$ cat config.mk
export PLATFORM = sky130hd
export DESIGN_NAME = wb_trace_buffer
export DESIGN_NICKNAME = d
export VERILOG_FILES = /design/src/rtl/wb_trace_buffer.sv
export SDC_FILE = /design/constraint.sdc
export NUM_CORES = 1
export LEC_CHECK = 0
export ABC_AREA = 1
export BUFFER_PORTS_ARGS = -buffer_cell sky130_fd_sc_hd__clkbuf_2
export CORE_ASPECT_RATIO = 1.1
export CORE_UTILIZATION = 25
export CTS_CLUSTER_SIZE = 30
export DETAILED_ROUTE_END_ITERATION = 16
export PLACE_DENSITY = 0.41
export RECOVER_POWER = 25
export SLEW_MARGIN = 25
export SYNTH_ARGS = -nofsm -noshare
export SYNTH_HDL_FRONTEND = slang
export SYNTH_SLANG_ARGS = --single-unit
$ cat constraint.sdc
create_clock -name clk -period 12.95 [get_ports clk]
set_input_delay 0.6475 -clock clk [delete_from_list [all_inputs] [get_ports clk]]
set_output_delay 0.6475 -clock clk [all_outputs]
set_load 0.01 [all_outputs]
$ cat src/rtl/wb_trace_buffer.sv
// Write-event trace FIFO: captures GRF writes and DM stores from the core and
// drains them first-word-fall-through over a valid/ready port.
module wb_trace_buffer #(
  parameter int DEPTH = 8,
  parameter int AW    = 3
) (
  input  logic          clk,
  input  logic          reset,
  input  logic          grf_we,
  input  logic [31:0]   grf_pc,
  input  logic [4:0]    grf_addr,
  input  logic [31:0]   grf_wdata,
  input  logic          dm_we,
  input  logic [31:0]   dm_pc,
  input  logic [31:0]   dm_addr,
  input  logic [31:0]   dm_wdata,
  output logic          tr_valid,
  input  logic          tr_ready,
  output logic          tr_kind,
  output logic [31:0]   tr_pc,
  output logic [31:0]   tr_addr,
  output logic [31:0]   tr_data,
  output logic [AW:0]   count,
  output logic          overflow,
  output logic [15:0]   drop_cnt
);

  // Handshake: the head entry transfers on a rising edge where tr_valid and
  // tr_ready are both 1; while tr_valid is 1 and tr_ready is 0 the head holds.

  typedef struct packed {
    logic        kind;
    logic [31:0] pc;
    logic [31:0] addr;
    logic [31:0] data;
  } entry_t;

  localparam logic [AW+1:0] DEPTH_W = (AW+2)'(DEPTH);

  entry_t        mem [DEPTH];
  logic [AW-1:0] wr_ptr;
  logic [AW-1:0] rd_ptr;
  logic [AW-1:0] dm_slot;

  logic          grf_ev;
  logic          dm_ev;
  logic          pop;
  logic          grf_acc;
  logic          dm_acc;
  logic [AW+1:0] free_slots;
  logic [AW+1:0] dm_need;
  logic [1:0]    n_push;
  logic [1:0]    n_drop;
  logic [16:0]   drop_sum;
  entry_t        grf_entry;
  entry_t        dm_entry;
  entry_t        head;

  always_comb begin
    grf_ev     = grf_we && (grf_addr != 5'd0);
    dm_ev      = dm_we;
    pop        = tr_valid && tr_ready;
    // A pop this cycle frees its slot for same-cycle pushes.
    free_slots = DEPTH_W - {1'b0, count} + {{(AW+1){1'b0}}, pop};
    grf_acc    = grf_ev && (free_slots != '0);
    dm_need    = grf_acc ? (AW+2)'(2) : (AW+2)'(1);
    dm_acc     = dm_ev && (free_slots >= dm_need);
    n_push     = {1'b0, grf_acc} + {1'b0, dm_acc};
    n_drop     = {1'b0, grf_ev & ~grf_acc} + {1'b0, dm_ev & ~dm_acc};
    drop_sum   = {1'b0, drop_cnt} + {15'b0, n_drop};
    // The GRF entry is older, so the DM entry lands one slot behind it.
    dm_slot    = grf_acc ? (wr_ptr + AW'(1)) : wr_ptr;

    grf_entry.kind = 1'b0;
    grf_entry.pc   = grf_pc;
    grf_entry.addr = {27'b0, grf_addr};
    grf_entry.data = grf_wdata;

    dm_entry.kind  = 1'b1;
    dm_entry.pc    = dm_pc;
    dm_entry.addr  = dm_addr;
    dm_entry.data  = dm_wdata;
  end

  // Storage needs no reset: nothing is visible until count says it is valid.
  always_ff @(posedge clk) begin
    if (grf_acc) mem[wr_ptr] <= grf_entry;
    if (dm_acc)  mem[dm_slot] <= dm_entry;
  end

  always_ff @(posedge clk or negedge reset) begin
    if (!reset) begin
      wr_ptr   <= '0;
      rd_ptr   <= '0;
      count    <= '0;
      overflow <= 1'b0;
      drop_cnt <= '0;
    end else begin
      wr_ptr <= wr_ptr + AW'(n_push);
      if (pop) rd_ptr <= rd_ptr + AW'(1);
      count <= count + (AW+1)'(n_push) - (AW+1)'(pop);
      if (n_drop != 2'd0) begin
        overflow <= 1'b1;
        drop_cnt <= drop_sum[16] ? 16'hFFFF : drop_sum[15:0];
      end
    end
  end

  always_comb begin
    head     = mem[rd_ptr];
    tr_valid = (count != '0);
    tr_kind  = tr_valid ? head.kind : 1'b0;
    tr_pc    = tr_valid ? head.pc   : 32'h0;
    tr_addr  = tr_valid ? head.addr : 32'h0;
    tr_data  = tr_valid ? head.data : 32'h0;
  end

endmodule

Yosys cells after proc, flatten, opt, wreduce, memory -nomap -nowiden
Memories as Yosys holds them, arrays and structs flattened.
Index checks and enable logic that the tools add are counted.
{"block": "classes", "n_reduce_logical": 8, "mux": 11, "bitwise_logic": 4, "n_lt_le_gt_ge": 1, "addsub": 10}
{"cell": "2-to-1 mux 32 bit", "count": 3}
{"cell": "adder 16 x 2 -> 17 bit", "count": 1}
{"cell": "2-to-1 mux 16 bit", "count": 1}
{"cell": "nonzero test 5 bit", "count": 2}
{"cell": "adder 3 x 1 -> 3 bit (second input constant)", "count": 2}
{"cell": "adder 5 x 1 -> 5 bit", "count": 1}
{"cell": "greater-or-equal comparator 5 x 2 -> 1 bit", "count": 1}
{"cell": "2-to-1 mux 1 bit", "count": 5}
{"cell": "subtractor 4 x 4 -> 5 bit (first input constant)", "count": 1}
{"cell": "adder 1 x 1 -> 2 bit", "count": 2}
{"cell": "adder 4 x 2 -> 4 bit", "count": 1}
{"cell": "logical AND 1 bit", "count": 4}
{"cell": "nonzero test 4 bit", "count": 1}
{"cell": "subtractor 4 x 1 -> 4 bit", "count": 1}
{"cell": "adder 3 x 2 -> 3 bit", "count": 1}
{"cell": "2-to-1 mux 3 bit", "count": 1}
{"cell": "AND 1 bit", "count": 2}
{"cell": "2-to-1 mux 2 bit", "count": 1}
{"cell": "NOT 1 bit", "count": 2}
{"cell": "nonzero test 2 bit", "count": 1}
{"block": "word_totals", "out_inout_bits": 119, "input_bits": 170, "n_memories": 1, "word_cells": 40, "ramBits": 776, "regBits": 27}
{"memory": "mem", "words": 8, "word_bits": 97, "read_ports": 1, "rd_ports_with_merged_regs": 0, "write_ports": 2, "line_no": "40", "text": "entry_t mem [DEPTH];"}

Longest topological paths before layout
Gate-level depths: netlist (run 1).
{"block": "depth", "ltp_word": 13, "ltp_mapped": 31, "ltp_nobuf": 31}

Least setup slack after synthesis (run 1)
No wires, ideal clock.
{"block": "synth_path", "path_kind": "register -> register", "from": "reg count[2]", "to": "mem mem[0][0] (netlist name) (enable)", "arrival_time_ps": 8840, "stages_incl_launch_ff": 16, "setup_ps": 683, "slack_ps": 3427, "synth_period_minus_slack_ps": 9523, "n_path_buf": 0, "required_ps": 12267, "cell_sequence": "dfrtp_1 inv_1 ha_1 nand2_1 nand2_1 ha_1 inv_1 ha_1 nand2_1 inv_1 nor2_1 nand4_2 nand2_2 inv_1 nand2_1 o21ai_0"}
{"item": "start, declared", "line_no": "23", "text": "output logic [AW:0] count,"}
{"item": "start signal, assigned", "line_no": "101", "text": "count <= count + (AW+1)'(n_push) - (AW+1)'(pop);"}
{"item": "end, declared", "line_no": "40"}

Final worst setup path (run 1)
{"block": "layout_path", "from": "reg count[3]", "to": "out tr_pc[21]"}
{"block": "layout_via", "elab_chain_cells": 2}
{"item": "nonzero test 4 bit", "line_no": "111", "text": "tr_valid = (count != '0);"}
{"item": "2-to-1 mux 32 bit", "line_no": "113", "text": "tr_pc = tr_valid ? head.pc : 32'h0;"}
{"item": "end, declared", "line_no": "20", "text": "output logic [31:0] tr_pc,"}
No other way between the ends.

==> impl_results.md, run 1 <==
- Total power: 12.0 mW
- 1st-iter DRT viols: 2724
- Sequential fraction of the synthesis area: 58.6%
- Final ANT Viol Nets: 0
- Flops & latches, synth: 803
- Via count: 33400
- EDFF count, synth: 768
- FFs w/ async S/R, synth: 3.36%
- Worst skew pair latency: 0.72 ns
- Area grow syn2layout: 13.7%
- Final count of pins violating max slew: 807
- Setup CP Type: flip-flop to output port
- LEAKAGE: 18.6 nW
- Synth cell types: 30
- Routed len/inst: 23.1 um
- HPWL Detailed: 86300 um
- Largest cells by area after synthesis: edfxtp_1, nand2_1, nor2_1, o21ai_0, nand3_1
- Fin crit share: 72.0%
- Cell count after synthesis: 4688
- Final Wtd Congestion: 0.752
- Clock Sinks: 803
- Gr usage total: 18.8%
- CTS root buf: clkbuf_16
- Synth warn: 0
- Maxcap violations: 19
- Failing checks: capacitance limit, slew limit
- Reg clk slew, reported paths: 0.06 ns
- Maximum VDD drop: 0.000207 V
- Final setup viols: 0
- Row count: 155
- First-pass DRT Iterations: 5
- Post-synthesis net count: 4880
- Critical Path Fanout Max: 69
- Syn Area/Cell: 8.71 um2
- Initial antenna violation count: 19
- Worst Path Arrival: 8.67 ns
- Post-synth top area share: 56.5%
- Layout cells sized above 1: 8.98%
- Largest area contributor in the netlist: edfxtp_1
- Unrepaired setup endpoints after global routing: no
- Worst slew margin: -265%
- WHS: 0.327 ns
- P per Cell Area: 258 nW/um2
- Residual DRC: 0
- Crit end category: output port
- Die area: 165000 um2
- Number of CTS-inserted buffers: 99
- Grt total ovfl: 0
- First-pass GRT wire length: 232000 um
- Post-CTS setup buffer count: 0
- Htree depth: 3
- DIE HEIGHT: 426 um
- Final Hold Viols: 0
- Status: finished with violations
- Worst Tran Pin Value: 5.48 ns
- Ys flop type: edfxtp_1
- Setup_tns: 0 ns
- Vias in the first global route: 32800
- Post-cts sizing count: 0
- Vias per cell: 4.86
- Startpoint Class: flip-flop
- Core box area: 162000 um2
- Max Freq: 107 MHz
- Die W: 387 um
- Synthesized area: 40800 um2
- Num ports: 289
- HP Class: primary input to flip-flop
- Final min period: 9.32 ns
- Drt total wl: 158000 um
- Pin count of the biggest net entering global routing: 144
- IO buf count: 288
- Nets: 4858
- Critical path required time: 12.30 ns
- CTS tree: done
- Clk_skew: 0.0257 ns
- CTS max path bufs: 3
- Initial Utilization: 25.2%
synthesized netlist by cell type (9+ instances only):
cell type  number
clkbuf_1      268
dfrtp_1        27
ha_1           19
inv_1          71
buf_1           9
nand3_1       434
buf_4          27
a21oi_1        10
o21ai_0       508
nand2_1      1311
buf_2         177
edfxtp_1      768
a31oi_1        97
nor2_1        818
o22ai_1        96
cells by family after synthesis:
group / Yosys count / share of synthesized area [%]
AOI/OAI and AO/OA: 713 / 9.37
xor gates and xnor gates: 11 / 0.236
adders and majority gates: 22 / 0.730
buffers and inverters: 557 / 5.91
DFF: 803 / 58.6
and+or+nand+nor: 2582 / 25.2
worst paths after layout:
check,endpoint,slack (ns),cells after the start,from
worst max-delay path,tr_pc[21],3.63,7,count[3]$_DFF_PN0_
min in group asynchronous,drop_cnt[15]$_DFFE_PN0P_,0.93,2,reset
max in group asynchronous,rd_ptr[1]$_DFFE_PN0P_,10.77,2,reset
worst min-delay path,mem[5][2]$_DFFE_PP_,0.33,3,grf_wdata[2]
worst max register to register,mem[2][65]$_DFFE_PP_,3.76,21,count[3]$_DFF_PN0_
worst min register to register,mem[3][96]$_SDFFE_PP1P_,0.47,2,mem[3][96]$_SDFFE_PP1P_
final cells by class:
class | count | area (um2)
Clock buffer | 140 | 2710
Sequential cell | 803 | 23900
Inverter | 76 | 315
Clock inverter | 37 | 265
Tap cell | 2119 | 2650
Antenna cell | 7 | 17.5
Fill cell | 17200 | 116000
Timing Repair Buffer | 358 | 1930
Multi-Input combinational cell | 3328 | 14600
timing repair:
item | 4_1_cts | 5_1_grt
hold endpoints to repair | 22 | 0
setup endpoints to repair | 0 | 0
hold buffers | 1 | 0
cell usage in the layout (no fill, tap or decap), types with 4 or more instances in the layout:
cell type / n
ha_1: 19
inv_6: 4
clkinv_1: 21
clkbuf_2: 223
nand3_1: 434
dfxtp_1: 8
nand2_1: 1312
o22ai_1: 96
clkbuf_1: 115
clkbuf_16: 101
o21ai_4: 7
buf_4: 44
clkinv_2: 10
diode_2: 7
dfrtp_1: 26
inv_1: 68
nor2_1: 816
a21oi_1: 11
buf_6: 6
clkbuf_8: 4
nor2_4: 9
xor2_1: 8
o21ai_0: 501
edfxtp_1: 768
a31oi_1: 97
nand4_1: 4
power by group:
group | total [mW] | internal [mW] | switching [mW] | leakage, nW
clock network | 2.65 | 1.51 | 1.14 | 1.45
registers | 4.01 | 3.81 | 0.202 | 7.96
logic | 5.31 | 1.26 | 4.05 | 9.14
total | 12.0 | 6.58 | 5.40 | 18.6
worst max-delay path, cell delays in order, from the launching register on:
cell	delay, ns
dfrtp_1	0.43
inv_1	0.09
ha_1	0.18
nand2_1	1.04
clkbuf_1	3.88
o21ai_0	1.40
a31oi_1	0.59
clkbuf_1	0.24
per-layer routing:
metal / vias to the layer above / routed length (um) / GRT usage (%)
li1: 15800 / - / -
met1: 16500 / 68200 / 24.0
met2: 952 / 78400 / 32.6
met3: 185 / 8280 / 3.01
met4: 16 / 3410 / 5.60
met5: - / 103 / 0
flip-flops by register name, indices dropped and copies added (netlist names):
name	cells
drop_cnt	16
rd_ptr	3
wr_ptr	3
count	4
overflow	1
mem	776
per-stage QoR:
step / utilization [%] / cell area, um2 / std cells / worst slack, ns
after floorplan: - / 40800 / 4688 / 3.43
after global placement: 26.8 / 43500 / 6679 / 6.04
after detailed placement: 26.8 / 43500 / 6680 / 5.94
after CTS: 28.7 / 46500 / 6858 / 5.94
after global routing: 28.6 / 46400 / 6866 / 3.03
final: 28.6 / 46400 / 6868 / 3.63
Power figures use the tool's default switching activity.
==> run 2: changes to the inputs <==
ABC_AREA = 0   (was 1)
PLACE_DENSITY = 0.42   (was 0.41)
clock period = 8.41 ns   (was 12.95 ns; I/O delays follow)
==> impl_results.md, run 2 <==
- Status: finished with violations
- Failing checks: capacitance limit, slew limit
- Vias per cell: 4.91
- Clock Power Share: 20.7%
- Largest delay contributor family on the critical path: buffers and inverters
- Startpoint Class: flip-flop
- P per Cell Area: 417 nW/um2
- Ys flop type: edfxtp_1
- Post-synthesis net count: 3405
- Maximum VDD drop: 0.000391 V
- Post-synthesis mux area share: 13.8%
- Top cells by count, synth: edfxtp_1, nand2_1, nor2_1, o21ai_0, o21ai_1
- Reg clk slew, reported paths: 0.06 ns
- Area after DPL: 42500 um2
- Area grow syn2layout: 16.2%
- Max Freq: 149 MHz
- First-pass DRT Iterations: 5
- Most common cell after layout, fill and taps aside: edfxtp_1
- Internal: 10.9 mW
- First-pass GRT wire length: 203000 um
- Num ports: 289
- CP Cell Sequence: inv_1 -> ha_1 -> and2_0 -> inv_1 -> nand2_1 -> ha_1 -> inv_1 -> ha_1 -> nand2b_1 -> or4_1 -> nand3_1 -> a211oi_1 -> a31oi_4 -> buf_12 -> clkbuf_2 -> o21ai_0
- CTS max path bufs: 3
- Clk_skew: 0.0275 ns
- Post-CTS setup buffer count: 0
- 1st-iter DRT viols: 2308
- Post-cts sizing count: 0
- Adder-cell share of the synthesized area: 0.764%
- Synth Area in Compound Gates: 7.95%
- Cell with the most instances after synthesis: edfxtp_1
- Final ANT Viol Nets: 0
- Final core area utilization: 29.3%
- Syn Area/Cell: 12.1 um2
- Unrepaired setup endpoints after global routing: no
- Gr usage total: 17.9%
- Row count: 151
- Max stage delay on crit path: 2.03 ns
- Cell with the largest stage delay on the worst path: clkbuf_2
- Largest cells by area after synthesis: edfxtp_1, mux4_2, nand2_1, o21ai_0, o21ai_1
- Worst skew pair latency: 0.71 ns
- HP Class: primary input to flip-flop
- Worst path bufs/invs: 5
- Layout cells sized above 1: 17.3%
- Clock Sinks: 803
- EDFF count, synth: 768
- Setup CP Type: flip-flop to flip-flop
- CTS Hold Bufs: 1
- Die area: 157000 um2
- Drt total wl: 143000 um
- Worst slew margin: -123%
- Cell count after synthesis: 3213
- Most frequent cells in the layout: edfxtp_1, nand2_1, o21ai_0
- Register with the most flip-flops: mem
- Post-Synth Simple-Gate Area: 11.9%
- Synth warn: 0
- Final Wtd Congestion: 0.751
- Worst Tran Pin Value: 3.35 ns
- HPWL Detailed: 80000 um
- Number of CTS-inserted buffers: 95
- Main combinational cell family by area after synthesis: multiplexers
- Biggest regs: mem (776), drop_cnt (16), count (4)
- Largest area contributor in the netlist: edfxtp_1
- Htree depth: 3
- Grt total ovfl: 0
- Initial Utilization: 25.2%
- Core box area: 154000 um2
- Post-route cell area: 45300 um2
- Final min period: 6.70 ns
- CTS root buf: clkbuf_16
- FFs w/ async S/R, synth: 3.36%
- Final count of pins violating max slew: 422
- Sequential cell area: 23900 um2
- Number of flip-flops in the largest register: 776
- DIE HEIGHT: 416 um
- Sequential power share: 34.7%
- Worst Path Arrival: 7.03 ns
- Nets: 3543
- Synth Area in XOR/XNOR: 0.315%
- Initial antenna violation count: 28
- Synth cell types: 47
- Pin count of the biggest net entering global routing: 196
- Die W: 378 um
- CTS tree: done
- Maxcap violations: 10
- Critical Path Fanout Max: 108
- Fin crit share: 79.6%
- Number of fill cells in the layout: 15800
- Final setup viols: 0
- Switching Fraction: 42.3%
- IO buf count: 288
- Vias in the first global route: 27400
- Synthesized area: 39000 um2
- Area of the multi-input gates: 13700 um2
- Residual DRC: 0
- NetSw: 7.98 mW
- Routed len/inst: 25.9 um
- Final Hold Viols: 0
- Crit end category: flip-flop
- Critical path required time: 8.75 ns
- Sequential fraction of the synthesis area: 61.3%
- Total power: 18.9 mW
- Combinational power share: 44.6%
- Via count: 27000
- Flops & latches, synth: 803
- LEAKAGE: 14.5 nW
- Setup_tns: 0 ns
- Post-synth top area share: 59.2%
[run 2: cell families (layout without fill, tap and decap cells)]
logic type	Yosys count	after routing
XOR/XNOR	14	14
flip-flops	803	803
multiplexers	295	295
AND/OR/NAND/NOR	1140	1140
AO/OA/AOI/OAI	597	597
other	0	11
adder cells (fa/ha/maj)	22	22
buffers and inverters	342	549
[run 2: worst min-delay path, delay by kind of cell]
kind / cells / cell delay, ns
buffers and inverters: 1 / 0.08
and+or+nand+nor: 1 / 0.14
xor gates and xnor gates: 1 / 0.09
[run 2: per-stage QoR]
step           setup slack [ns]  hold WS (ns)  instances
3_5_place_dp               2.83         0.457       5315
5_1_grt                    1.26        0.0563       5489
3_3_place_gp               2.90         0.458       5315
2_1_floorplan            -0.735         0.125       3213
4_1_cts                    2.79       0.00230       5482
6_report                   1.71        0.0719       5496
[run 2: worst paths after layout]
check	end	from	slack, ns	cells after the start
setup / recovery	mem[6][75]$_DFFE_PP_	count[2]$_DFF_PN0_	1.71	16
min in group asynchronous	overflow$_DFFE_PN0P_	reset	0.63	2
hold / removal	rd_ptr[0]$_DFFE_PN0P_	tr_ready	0.07	3
max in group asynchronous	rd_ptr[1]$_DFFE_PN0P_	reset	6.66	2
hold reg to reg	mem[0][96]$_SDFFE_PP1P_	mem[0][96]$_SDFFE_PP1P_	0.47	1
setup reg to reg	mem[6][75]$_DFFE_PP_	count[2]$_DFF_PN0_	1.71	16
[run 2: power groups by stage]
stage | clock network [mW] | logic (mW) | registers, mW
4_1_cts | 4.00 | 8.68 | 6.60
6_report | 3.91 | 8.42 | 6.54
3_5_place_dp | 0 | 8.67 | 6.68
2_1_floorplan | 0 | 5.20 | 6.55
3_3_place_gp | 0 | 8.66 | 6.66
5_1_grt | 4.14 | 9.05 | 6.66
[run 2: cell type report]
class                      instances  area share (%)
antenna                           11          0.0608
clock buffer                     116            5.49
clock inverter                    50           0.840
inverter                          20           0.166
multi-input combinational       2068            30.2
sequential                       803            52.8
tap                             2065            5.70
timing repair buffer             363            4.76
[run 2: per-layer routing]
layer / up-vias / GRT usage, % / part of all wire [%]
met5: - / 0 / 0.17
met4: 38 / 5.58 / 2.5
met3: 224 / 3.86 / 7.0
met2: 932 / 29.0 / 48
met1: 13700 / 23.7 / 43
li1: 12100 / - / -
